## src/rtl/freq_meter.sv

```systemverilog
// Gated edge counter: counts synchronized rising edges of i_sig_in over GATE clocks.
// Define FREQ_METER_PERIOD_EN to also measure clocks between the first two rises.
module freq_meter #(
    parameter int GATE = 1_000_000,
    parameter int CW   = 32
) (
    input  logic          i_clk,
    input  logic          i_rst,
    input  logic          i_start,
    input  logic          i_sig_in,
    output logic          o_busy,
    output logic          o_done,
    output logic [CW-1:0] o_count,
    output logic          o_overflow,
    output logic [CW-1:0] o_period
);

    localparam int GW = (GATE > 1) ? $clog2(GATE) : 1;

    typedef enum logic [1:0] {
        S_IDLE,
        S_ARM,
        S_MEASURE,
        S_DONE
    } state_t;

    state_t r_state;
    state_t w_state_next;

    logic          r_s1;
    logic          r_s2;
    logic          r_s3;
    logic          w_rise;

    logic [GW-1:0] r_gate_cnt;
    logic [CW-1:0] r_edge_cnt;
    logic          r_ovf_acc;
    logic          w_last_gate;
    logic          w_finish;
    logic [CW-1:0] w_edge_next;
    logic          w_ovf_next;

    logic [CW-1:0] r_count;
    logic          r_overflow;

    // Synchronizer runs in every state so no stale edge appears on entry to MEASURE.
    always_ff @(posedge i_clk or posedge i_rst) begin
        if (i_rst) begin
            r_s1 <= 1'b0;
            r_s2 <= 1'b0;
            r_s3 <= 1'b0;
        end else begin
            r_s1 <= i_sig_in;
            r_s2 <= r_s1;
            r_s3 <= r_s2;
        end
    end

    assign w_rise      = r_s2 & ~r_s3;
    assign w_last_gate = (r_gate_cnt == GW'(GATE - 1));
    assign w_finish    = (r_state == S_MEASURE) && w_last_gate;

    always_ff @(posedge i_clk or posedge i_rst) begin
        if (i_rst) begin
            r_state <= S_IDLE;
        end else begin
            r_state <= w_state_next;
        end
    end

    always_comb begin
        w_state_next = r_state;
        case (r_state)
            S_IDLE:    if (i_start) w_state_next = S_ARM;
            S_ARM:     w_state_next = S_MEASURE;
            S_MEASURE: if (w_last_gate) w_state_next = S_DONE;
            S_DONE:    w_state_next = S_IDLE;
            default:   w_state_next = S_IDLE;
        endcase
    end

    assign o_busy = (r_state != S_IDLE);
    assign o_done = (r_state == S_DONE);

    // An edge on the final gate cycle must reach the outputs, so results load from these.
    always_comb begin
        w_edge_next = r_edge_cnt;
        w_ovf_next  = r_ovf_acc;
        if (w_rise) begin
            if (&r_edge_cnt) begin
                w_ovf_next = 1'b1;
            end else begin
                w_edge_next = r_edge_cnt + CW'(1);
            end
        end
    end

    always_ff @(posedge i_clk or posedge i_rst) begin
        if (i_rst) begin
            r_gate_cnt <= '0;
            r_edge_cnt <= '0;
            r_ovf_acc  <= 1'b0;
        end else begin
            case (r_state)
                S_ARM: begin
                    r_gate_cnt <= '0;
                    r_edge_cnt <= '0;
                    r_ovf_acc  <= 1'b0;
                end
                S_MEASURE: begin
                    if (!w_last_gate) begin
                        r_gate_cnt <= r_gate_cnt + GW'(1);
                    end
                    r_edge_cnt <= w_edge_next;
                    r_ovf_acc  <= w_ovf_next;
                end
                default: begin
                    r_gate_cnt <= r_gate_cnt;
                    r_edge_cnt <= r_edge_cnt;
                    r_ovf_acc  <= r_ovf_acc;
                end
            endcase
        end
    end

    always_ff @(posedge i_clk or posedge i_rst) begin
        if (i_rst) begin
            r_count    <= '0;
            r_overflow <= 1'b0;
        end else if (w_finish) begin
            r_count    <= w_edge_next;
            r_overflow <= w_ovf_next;
        end
    end

    assign o_count    = r_count;
    assign o_overflow = r_overflow;

`ifdef FREQ_METER_PERIOD_EN
    logic [1:0]    r_rise_seen;
    logic [CW-1:0] r_period_cnt;
    logic [1:0]    w_seen_next;
    logic [CW-1:0] w_pcnt_next;
    logic [CW-1:0] r_period;

    // r_rise_seen: 0 = waiting for first rise, 1 = timing, 2 = second rise seen (frozen).
    always_comb begin
        w_seen_next = r_rise_seen;
        w_pcnt_next = r_period_cnt;
        case (r_rise_seen)
            2'd0: begin
                if (w_rise) begin
                    w_seen_next = 2'd1;
                    w_pcnt_next = '0;
                end
            end
            2'd1: begin
                if (!(&r_period_cnt)) begin
                    w_pcnt_next = r_period_cnt + CW'(1);
                end
                if (w_rise) begin
                    w_seen_next = 2'd2;
                end
            end
            default: begin
                w_seen_next = r_rise_seen;
                w_pcnt_next = r_period_cnt;
            end
        endcase
    end

    always_ff @(posedge i_clk or posedge i_rst) begin
        if (i_rst) begin
            r_rise_seen  <= 2'd0;
            r_period_cnt <= '0;
        end else if (r_state == S_ARM) begin
            r_rise_seen  <= 2'd0;
            r_period_cnt <= '0;
        end else if (r_state == S_MEASURE) begin
            r_rise_seen  <= w_seen_next;
            r_period_cnt <= w_pcnt_next;
        end
    end

    always_ff @(posedge i_clk or posedge i_rst) begin
        if (i_rst) begin
            r_period <= '0;
        end else if (w_finish) begin
            r_period <= (w_seen_next == 2'd2) ? w_pcnt_next : '0;
        end
    end

    assign o_period = r_period;
`else
    assign o_period = '0;
`endif

endmodule
```

## config.mk

```make
export PLATFORM = sky130hd
export DESIGN_NAME = freq_meter
export DESIGN_NICKNAME = d
export VERILOG_FILES = /design/src/rtl/freq_meter.sv
export SDC_FILE = /design/constraint.sdc
export NUM_CORES = 1
export LEC_CHECK = 0
export CELL_PAD_IN_SITES_DETAIL_PLACEMENT = 1
export CELL_PAD_IN_SITES_GLOBAL_PLACEMENT = 2
export CORE_MARGIN = 10
export CORE_UTILIZATION = 34
export DETAILED_ROUTE_END_ITERATION = 8
export GPL_ROUTABILITY_DRIVEN = 0
export GPL_TIMING_DRIVEN = 0
export PLACE_DENSITY_LB_ADDON = 0.1
export SLEW_MARGIN = 40
export SYNTH_ARGS = -nofsm -noshare
export SYNTH_HDL_FRONTEND = slang
export SYNTH_SLANG_ARGS = --single-unit
```

## constraint.sdc

```tcl
create_clock -name i_clk -period 3.46 [get_ports i_clk]
set_clock_uncertainty 0.05 [all_clocks]
set_input_delay 0.346 -clock i_clk [delete_from_list [all_inputs] [get_ports i_clk]]
set_output_delay 0.346 -clock i_clk [all_outputs]
set_load 0.02 [all_outputs]
```

==> flow_summary.toml, run 1 <==
[setup_path]
cp.arrival_ns = 3.10
start_kind = "flop"
worstSetupPathType = "reg -> reg"
cp-end-kind = "flop"
path_max_fanout = 10
worstPathRequired_ns = 3.63

[global_route]
grt_pass1_vias = 4748
grt.overflow.total = 0
antenna_found_initial = 0
grt_start_max_net_pins = 49
gr-usage-all-layers_pct = 15.8
grt_pass1_wl_um = 25900

[final_layout]
nFillCells = 1795
n_antenna_cell = 0
fin_util_pct = 41.9
drive_gt1_share_pct = 9.19
area_delta_synth_final_pct = 20.7
finalNetCount = 681

[run_status]
outcome = "completed"

[timing]
drv_slew = 0
finalCritPeriodShare_pct = 84.8
finalHoldWorstSlack_ns = 0.298
hold_viol = 0
tightest_slew_ns = 0.769
rsz0062_at_grt = "no"
relSlewSlack_pct = 48.4
fmax_ghz = 0.341
setup_viol = 0
period_minus_slack_ns = 2.93

[synth]
synthCells = 589
yosysWarnings = 0
yosysTopAreaCell = "dfrtp_1"
ys_ff_latch = 91
synth.most_common_cell = "dfrtp_1"
synth.avg_cell_area_um2 = 8.99
synth_top_area_share_pct = 43.0
ys_top_cells_by_count = "dfrtp_1, nand2_1, nor2_1"
synth_area_leaders = "dfrtp_1, buf_4, xnor2_1"
async_flop_share_pct = 100
ys_seq_area_share_pct = 43.0
synth_cell_types = 58
synthesis.area_um2 = 5300
synth_ff_type = "dfrtp_1"
synth-edff-count = 0

[pwr]
peakVddDrop_v = 0.000329
power_density_nw_per_um2 = 492
p_leak_nw = 2.65

[die]
coreArea_um2 = 15300
io_pins = 71
die_y_um = 145
die-area_um2 = 21000
fp.dieW_um = 145
rows = 45
initial_utilization_pct = 34.7

[routing]
drt-initial-drc-count = 293
ant_nets = 0
wl_um = 15900
vias_per_cell = 5.24
dr.pass1.iters = 4
drc_errors = 0
wire_per_inst_um = 18.0
vias = 4644

[clocking]
root_buffer = "clkbuf_16"
cts.sinks = 91
cts_setup_buffers = 0
cts_max_path_buffers = 2
clkTransAtPathRegs_ns = 0.07
htreeDepth = 3
insertion_delay_ns = 0.35
cts.repair.resized = 0
cts_hold_buffers = 0
cts_tree = "done"
numCtsBuffers = 9

[placed_design]
portBuffers = 38
dp_hpwl_um = 11700

[job]
maxCapViolCount = 0

[worst_hold_path]
holdCritPathClass = "reg -> reg"
stage by stage:
| stage | setup TNS (ns) | power [mW] | instance area [um^2] | setup WS (ns) | cells |
|---|---|---|---|---|---|
| floorplan | 0 | 1.79 | 5410 | 0.700 | 620 |
| global placement | -92.64 | 2.16 | 6060 | -1.02 | 869 |
| detailed placement | 0 | 2.18 | 6100 | 0.520 | 870 |
| CTS | 0 | 3.19 | 6390 | 0.488 | 886 |
| global route | 0 | 3.33 | 6390 | 0.264 | 886 |
| finish | 0 | 3.15 | 6390 | 0.527 | 886 |
report_power, final:
part | total, mW | internal, mW | switching [mW]
logic | 1.00 | 0.269 | 0.736
clock network | 0.986 | 0.566 | 0.420
registers | 1.16 | 1.10 | 0.0529
critical path: stages (launching register included):
cell      delay (ns)
dfrtp_1         0.32
clkbuf_1        0.31
and4_1          0.25
clkbuf_1        0.23
and4_1          0.28
buf_2           0.27
buf_1           0.47
a21oi_1         0.21
xnor2_1         0.31
o21ai_0         0.11
registers in the layout (all words and copies together) (netlist names):
name,cells
o_count,32
r_edge_cnt,32
r_gate_cnt,20
r_state,2
o_overflow,1
r_ovf_acc,1
r_s1,1
r_s2,1
r_s3,1
final timing paths:
kind / from / endpoint / slack (ns) / cells past startpoint
setup / recovery: r_edge_cnt[19] / o_count[8] / 0.53 / 9
hold / removal: r_s1 / r_s2 / 0.30 / 0
setup reg to reg: r_edge_cnt[19] / o_count[8] / 0.53 / 9
hold reg to reg: r_s1 / r_s2 / 0.30 / 0
max in group asynchronous: i_rst / o_count[17] / 2.46 / 3
min in group asynchronous: i_rst / o_count[4] / 0.34 / 2
final cells by class:
class	instances	area, um^2	share of cell area [%]
Timing Repair Buffer	39	408	6.38
Tap cell	211	264	4.13
Multi-Input combinational cell	439	2670	41.8
Clock buffer	15	288	4.50
Clock inverter	1	5.00	0.0783
Sequential cell	91	2280	35.6
Inverter	17	71.3	1.12
Buffer	73	404	6.32
cell usage in the layout (no fill, tap or decap), drive strengths merged, types with 3 or more instances in the layout:
| cell | instances |
|---|---|
| o311ai | 3 |
| ha | 7 |
| nand4 | 20 |
| o2111ai | 3 |
| nor2 | 44 |
| a211oi | 3 |
| o211ai | 6 |
| nand2 | 60 |
| conb | 32 |
| clkdlybuf4s50 | 38 |
| nor4 | 6 |
| xor2 | 10 |
| a311o | 3 |
| buf | 42 |
| o221ai | 5 |
| nand3 | 27 |
| o2bb2ai | 3 |
| and4 | 9 |
| or4 | 7 |
| clkbuf | 47 |
| a311oi | 6 |
| a2111oi | 3 |
| xnor2 | 27 |
| a31oi | 11 |
| o21ai | 23 |
| a211o | 4 |
| inv | 16 |
| nand2b | 8 |
| nor3 | 11 |
| dfrtp | 91 |
| or3 | 9 |
| nor2b | 5 |
| and3 | 8 |
| and2 | 8 |
| o22ai | 17 |
| a21oi | 24 |
| mux2i | 11 |
metal layers:
layer | GRT usage [%] | vias up | wire [um]
li1 | - | 2222 | -
met1 | 19.7 | 2332 | 7240
met2 | 26.6 | 76 | 7740
met3 | 3.10 | 14 | 714
met4 | 5.64 | 0 | 225
met5 | 0 | - | 0
cells by family (layout without fill, tap and decap cells):
group	Yosys count	count (layout)	share of synthesized area, %
simple gates	227	227	22.2
compound gates	124	124	15.8
flops	91	91	43.0
buf+inv	90	145	8.84
xor+xnor	37	37	6.12
mux	12	12	2.29
fa+ha+maj	7	7	1.65
other cells	1	32	0.0708
(Power assumes the default switching activity.)
==> run 2: changes to the inputs <==
- CORE_UTILIZATION: 34 -> 31
- clock period: 3.46 -> 2.4 ns (I/O delays scaled with it)
==> run 2 against run 1 <==
  * Register-to-register slack worse by 0.42 ns
  * Count of clock-buffer cells in the layout down 5
  * Via count grew 1.2%
  * Critical path type unchanged
==> flow_summary.toml, run 2 (same netlist as run 1, synthesis figures left out) <==
[run_status]
outcome = "completed"

[setup_path]
worstSetupPathType = "reg -> reg"
cp-end-kind = "flop"
start_kind = "flop"
worstPathRequired_ns = 2.59
cp.arrival_ns = 2.49
path_max_fanout = 5

[placed_design]
place_area_um2 = 6190
dp_hpwl_um = 12400
portBuffers = 38
dp_cells = 882

[routing]
dr.pass1.iters = 4
wl_um = 16700
wire_per_inst_um = 18.3
drt-initial-drc-count = 177
vias = 4698
drc_errors = 0
vias_per_cell = 5.16
ant_nets = 0

[timing]
fmax_ghz = 0.435
setup_viol = 0
period_minus_slack_ns = 2.30
fin_tns_setup_ns = 0
relSlewSlack_pct = 51.1
hold_viol = 0
drv_slew = 0
finalCritPeriodShare_pct = 95.7
tightest_slew_ns = 0.734

[final_layout]
final-seq-area_um2 = 2280
final_cell_mix = "dfrtp_1, nand2_1, buf_4"
fin_util_pct = 41.1
final_common_cell = "dfrtp_1"
nFillCells = 1939
design_area_um2 = 6830
multi_input_area_um2 = 2800
finalNetCount = 697
n_antenna_cell = 0
fin_cells = 911
drive_gt1_share_pct = 18.8
area_delta_synth_final_pct = 29.0

[worst_hold_path]
holdCritPathClass = "in -> async"

[clocking]
cts_max_path_buffers = 2
insertion_delay_ns = 0.35
root_buffer = "clkbuf_16"
numCtsBuffers = 9
clkTransAtPathRegs_ns = 0.07
htreeDepth = 3
cts.sinks = 91
cts_tree = "done"

[global_route]
grt_start_max_net_pins = 25
grt_pass1_vias = 4990
grt_pass1_wl_um = 27200
grt.overflow.total = 0
antenna_found_initial = 0
gr-usage-all-layers_pct = 15.0

[die]
coreArea_um2 = 16600
die-area_um2 = 22700
fp.dieW_um = 151
initial_utilization_pct = 31.8
die_y_um = 151
io_pins = 71
rows = 47

[pwr]
p_leak_nw = 2.86
peakVddDrop_v = 0.000411
power_density_nw_per_um2 = 718

[job]
maxCapViolCount = 0
## run 2: changes by cell type in the layout (fill, tap and decap cells not counted), sizes merged
cell,delta
buf,+23
clkbuf,-12
bufinv,+3
clkinvlp,+2
clkinv,-1
inv,+1
## run 2: path summary, 6_finish.rpt
kind | depth (start not counted) | startpoint | to | slack, ns
setup reg to reg | 8 | r_edge_cnt[3] | r_edge_cnt[18] | 0.10
hold / removal | 2 | i_rst | r_gate_cnt[18] | 0.17
hold reg to reg | 0 | r_s1 | r_s2 | 0.33
setup / recovery | 8 | r_edge_cnt[3] | r_edge_cnt[18] | 0.10
min in group i_clk | 1 | i_sig_in | r_s1 | 0.30
max in group asynchronous | 4 | i_rst | r_edge_cnt[19] | 1.49
## run 2: timing repair
action	in CTS	in global routing
endpoints found under the setup margin	68	70
pin swaps	5	7
hold buffers	0	0
hold endpoints to repair	0	0
buffers inserted	8	13
gates resized for setup	32	32
## run 2: per-stage QoR
stage | setup WS (ns) | hold slack, ns | power, mW
5_1_grt | -0.00451 | 0.194 | 5.14
4_1_cts | -0.0566 | 0.175 | 4.96
3_3_place_gp | -0.778 | 0.319 | 3.16
3_5_place_dp | -0.581 | 0.318 | 3.21
2_1_floorplan | 0.0279 | 0.221 | 2.59
6_report | 0.102 | 0.167 | 4.90
## run 2: area by class of cell
class / instances / area share [%]
multi-input combinational: 439 / 40.9
sequential: 91 / 33.4
timing repair buffer: 63 / 9.34
buffer: 65 / 6.17
tap: 220 / 4.03
clock buffer: 10 / 3.50
clock inverter: 6 / 1.63
inverter: 17 / 0.989
## run 2: metal layers
metal  wire (um)  up-vias  global-route usage (%)  share of wire (%)
li1            -     2271                       -                  -
met1        7100     2340                    17.0                 43
met2        8730       67                    27.6                 52
met3         472       20                    2.67                2.8
met4         375        0                    5.34                2.2
met5           0        -                       0                  0
## run 2: critical path, stage by stage (launching register included)
cell      delay, ns
dfrtp_1        0.34
buf_6          0.12
nand4_4        0.11
or3_1          0.40
buf_6          0.13
buf_4          0.14
buf_4          0.14
a2111o_1       0.42
o311ai_0       0.33
## run 2: report_power, final
| part | switching, mW | internal [mW] | total [mW] |
|---|---|---|---|
| clock network | 0.653 | 1.05 | 1.70 |
| registers | 0.0688 | 1.59 | 1.66 |
| logic | 1.11 | 0.428 | 1.54 |
==> run 3: changes to the inputs <==
- SETUP_SLACK_MARGIN: unset -> 0.15
- SKIP_CTS_REPAIR_TIMING: unset -> 1
==> run 3 against run 2 <==
  * The run now ends with negative setup slack left
  * Core utilization increased by 1.5 points
  * Routed wire length increased by 2.2%
  * Sequential cell count unchanged
  * Critical path type unchanged
==> flow_summary.toml, run 3 (same netlist as run 1, synthesis figures left out) <==
[clocking]
htreeDepth = 3
insertion_delay_ns = 0.35
cts.sinks = 91
cts_max_path_buffers = 2
cts_tree = "done"
numCtsBuffers = 9
clkTransAtPathRegs_ns = 0.07
root_buffer = "clkbuf_16"

[timing]
setup_viol = 1
hold_viol = 0
tightest_slew_ns = 0.736
period_minus_slack_ns = 2.40
rsz0062_at_grt = "yes"
drv_slew = 0
setup_ws_ns = -0.000232
relSlewSlack_pct = 50.9
finalCritPeriodShare_pct = 100
fmax_ghz = 0.417
fin_tns_setup_ns = -0.000232

[run_status]
outcome = "finished, violations left"
violations = "negative setup slack"

[pwr]
peakVddDrop_v = 0.000392
p_leak_nw = 2.90
power_density_nw_per_um2 = 671

[placed_design]
portBuffers = 38
dp_hpwl_um = 12200
dp_cells = 882

[final_layout]
final_common_cell = "dfrtp_1"
nFillCells = 1912
area_delta_synth_final_pct = 33.8
drive_gt1_share_pct = 21.7
finalNetCount = 703
n_antenna_cell = 0
final_cell_mix = "dfrtp_1, nand2_1, buf_4"
fin_cells = 917

[die]
io_pins = 71
fp.dieW_um = 151
coreArea_um2 = 16600
initial_utilization_pct = 31.8
die-area_um2 = 22700
rows = 47
die_y_um = 151

[routing]
wl_um = 17000
wire_per_inst_um = 18.6
drt-initial-drc-count = 171
drc_errors = 0
vias = 4701
dr.pass1.iters = 4
vias_per_cell = 5.13
ant_nets = 0

[global_route]
gr-usage-all-layers_pct = 14.7
antenna_found_initial = 0
grt_pass1_vias = 4780
grt.overflow.total = 0
grt_pass1_wl_um = 26300
grt_start_max_net_pins = 25

[setup_path]
start_kind = "flop"
cp-end-kind = "flop"
path_max_fanout = 7
worstPathRequired_ns = 2.63
worstSetupPathType = "reg -> reg"
cp.arrival_ns = 2.63

[worst_hold_path]
holdCritPathClass = "in -> async"

[job]
maxCapViolCount = 0
## run 3: per-layer routing
metal	global-route usage, %	wire length [um]	vias up	part of all wire [%]
met3	2.16	453	15	2.7
li1	-	-	2266	-
met5	0	0	-	0
met4	5.20	244	0	1.4
met1	17.6	7390	2361	43
met2	26.3	8960	59	53
## run 3: cell type report
| type | instances | area [um^2] | area share [%] |
|---|---|---|---|
| Multi-Input combinational cell | 439 | 2960 | 41.8 |
| Sequential cell | 91 | 2280 | 32.2 |
| Timing Repair Buffer | 61 | 643 | 9.08 |
| Buffer | 73 | 547 | 7.72 |
| Tap cell | 220 | 275 | 3.88 |
| Clock buffer | 10 | 239 | 3.37 |
| Inverter | 17 | 71.3 | 1.01 |
| Clock inverter | 6 | 63.8 | 0.901 |
## run 3: stage by stage
| step | total power [mW] | hold slack (ns) | area, um^2 | utilization (%) | worst slack (ns) |
|---|---|---|---|---|---|
| 3_3_place_gp | 3.15 | 0.314 | 6100 | 36.7 | -0.896 |
| 6_report | 4.75 | 0.127 | 7090 | 42.6 | -0.000232 |
| 2_1_floorplan | 2.59 | 0.221 | 5450 | - | 0.0974 |
| 3_5_place_dp | 3.19 | 0.304 | 6200 | 37.3 | -0.597 |
| 5_1_grt | 5.03 | 0.133 | 7090 | 42.6 | -0.0779 |
| 4_1_cts | 4.70 | 0.125 | 6510 | 39.1 | -0.604 |
## run 3: worst max-delay path, stage by stage, from the launching register on
cell and delay (ns):
dfrtp_1 0.42, ha_4 0.18, nand3_4 0.08, or3_1 0.39
buf_6 0.13, or4_4 0.47, buf_6 0.15, or3_1 0.30
a31oi_1 0.17
## run 3: power breakdown
group          total, mW  internal [mW]  switching [mW]  leakage [nW]
Sequential          1.67           1.59          0.0769          1.25
Clock               1.49          0.837           0.652         0.145
Combinational       1.60          0.482            1.11          1.51
## run 3: path summary, 6_finish.rpt
check | start | end | slack [ns] | cells past startpoint
setup / recovery | r_edge_cnt[0] | o_count[28] | -0.0002 | 8
hold / removal | i_rst | r_gate_cnt[18] | 0.13 | 2
setup reg to reg | r_edge_cnt[0] | o_count[28] | -0.0002 | 8
hold reg to reg | r_s1 | r_s2 | 0.32 | 0
max in group asynchronous | i_rst | r_edge_cnt[27] | 1.58 | 4
min in group i_clk | i_sig_in | r_s1 | 0.29 | 1
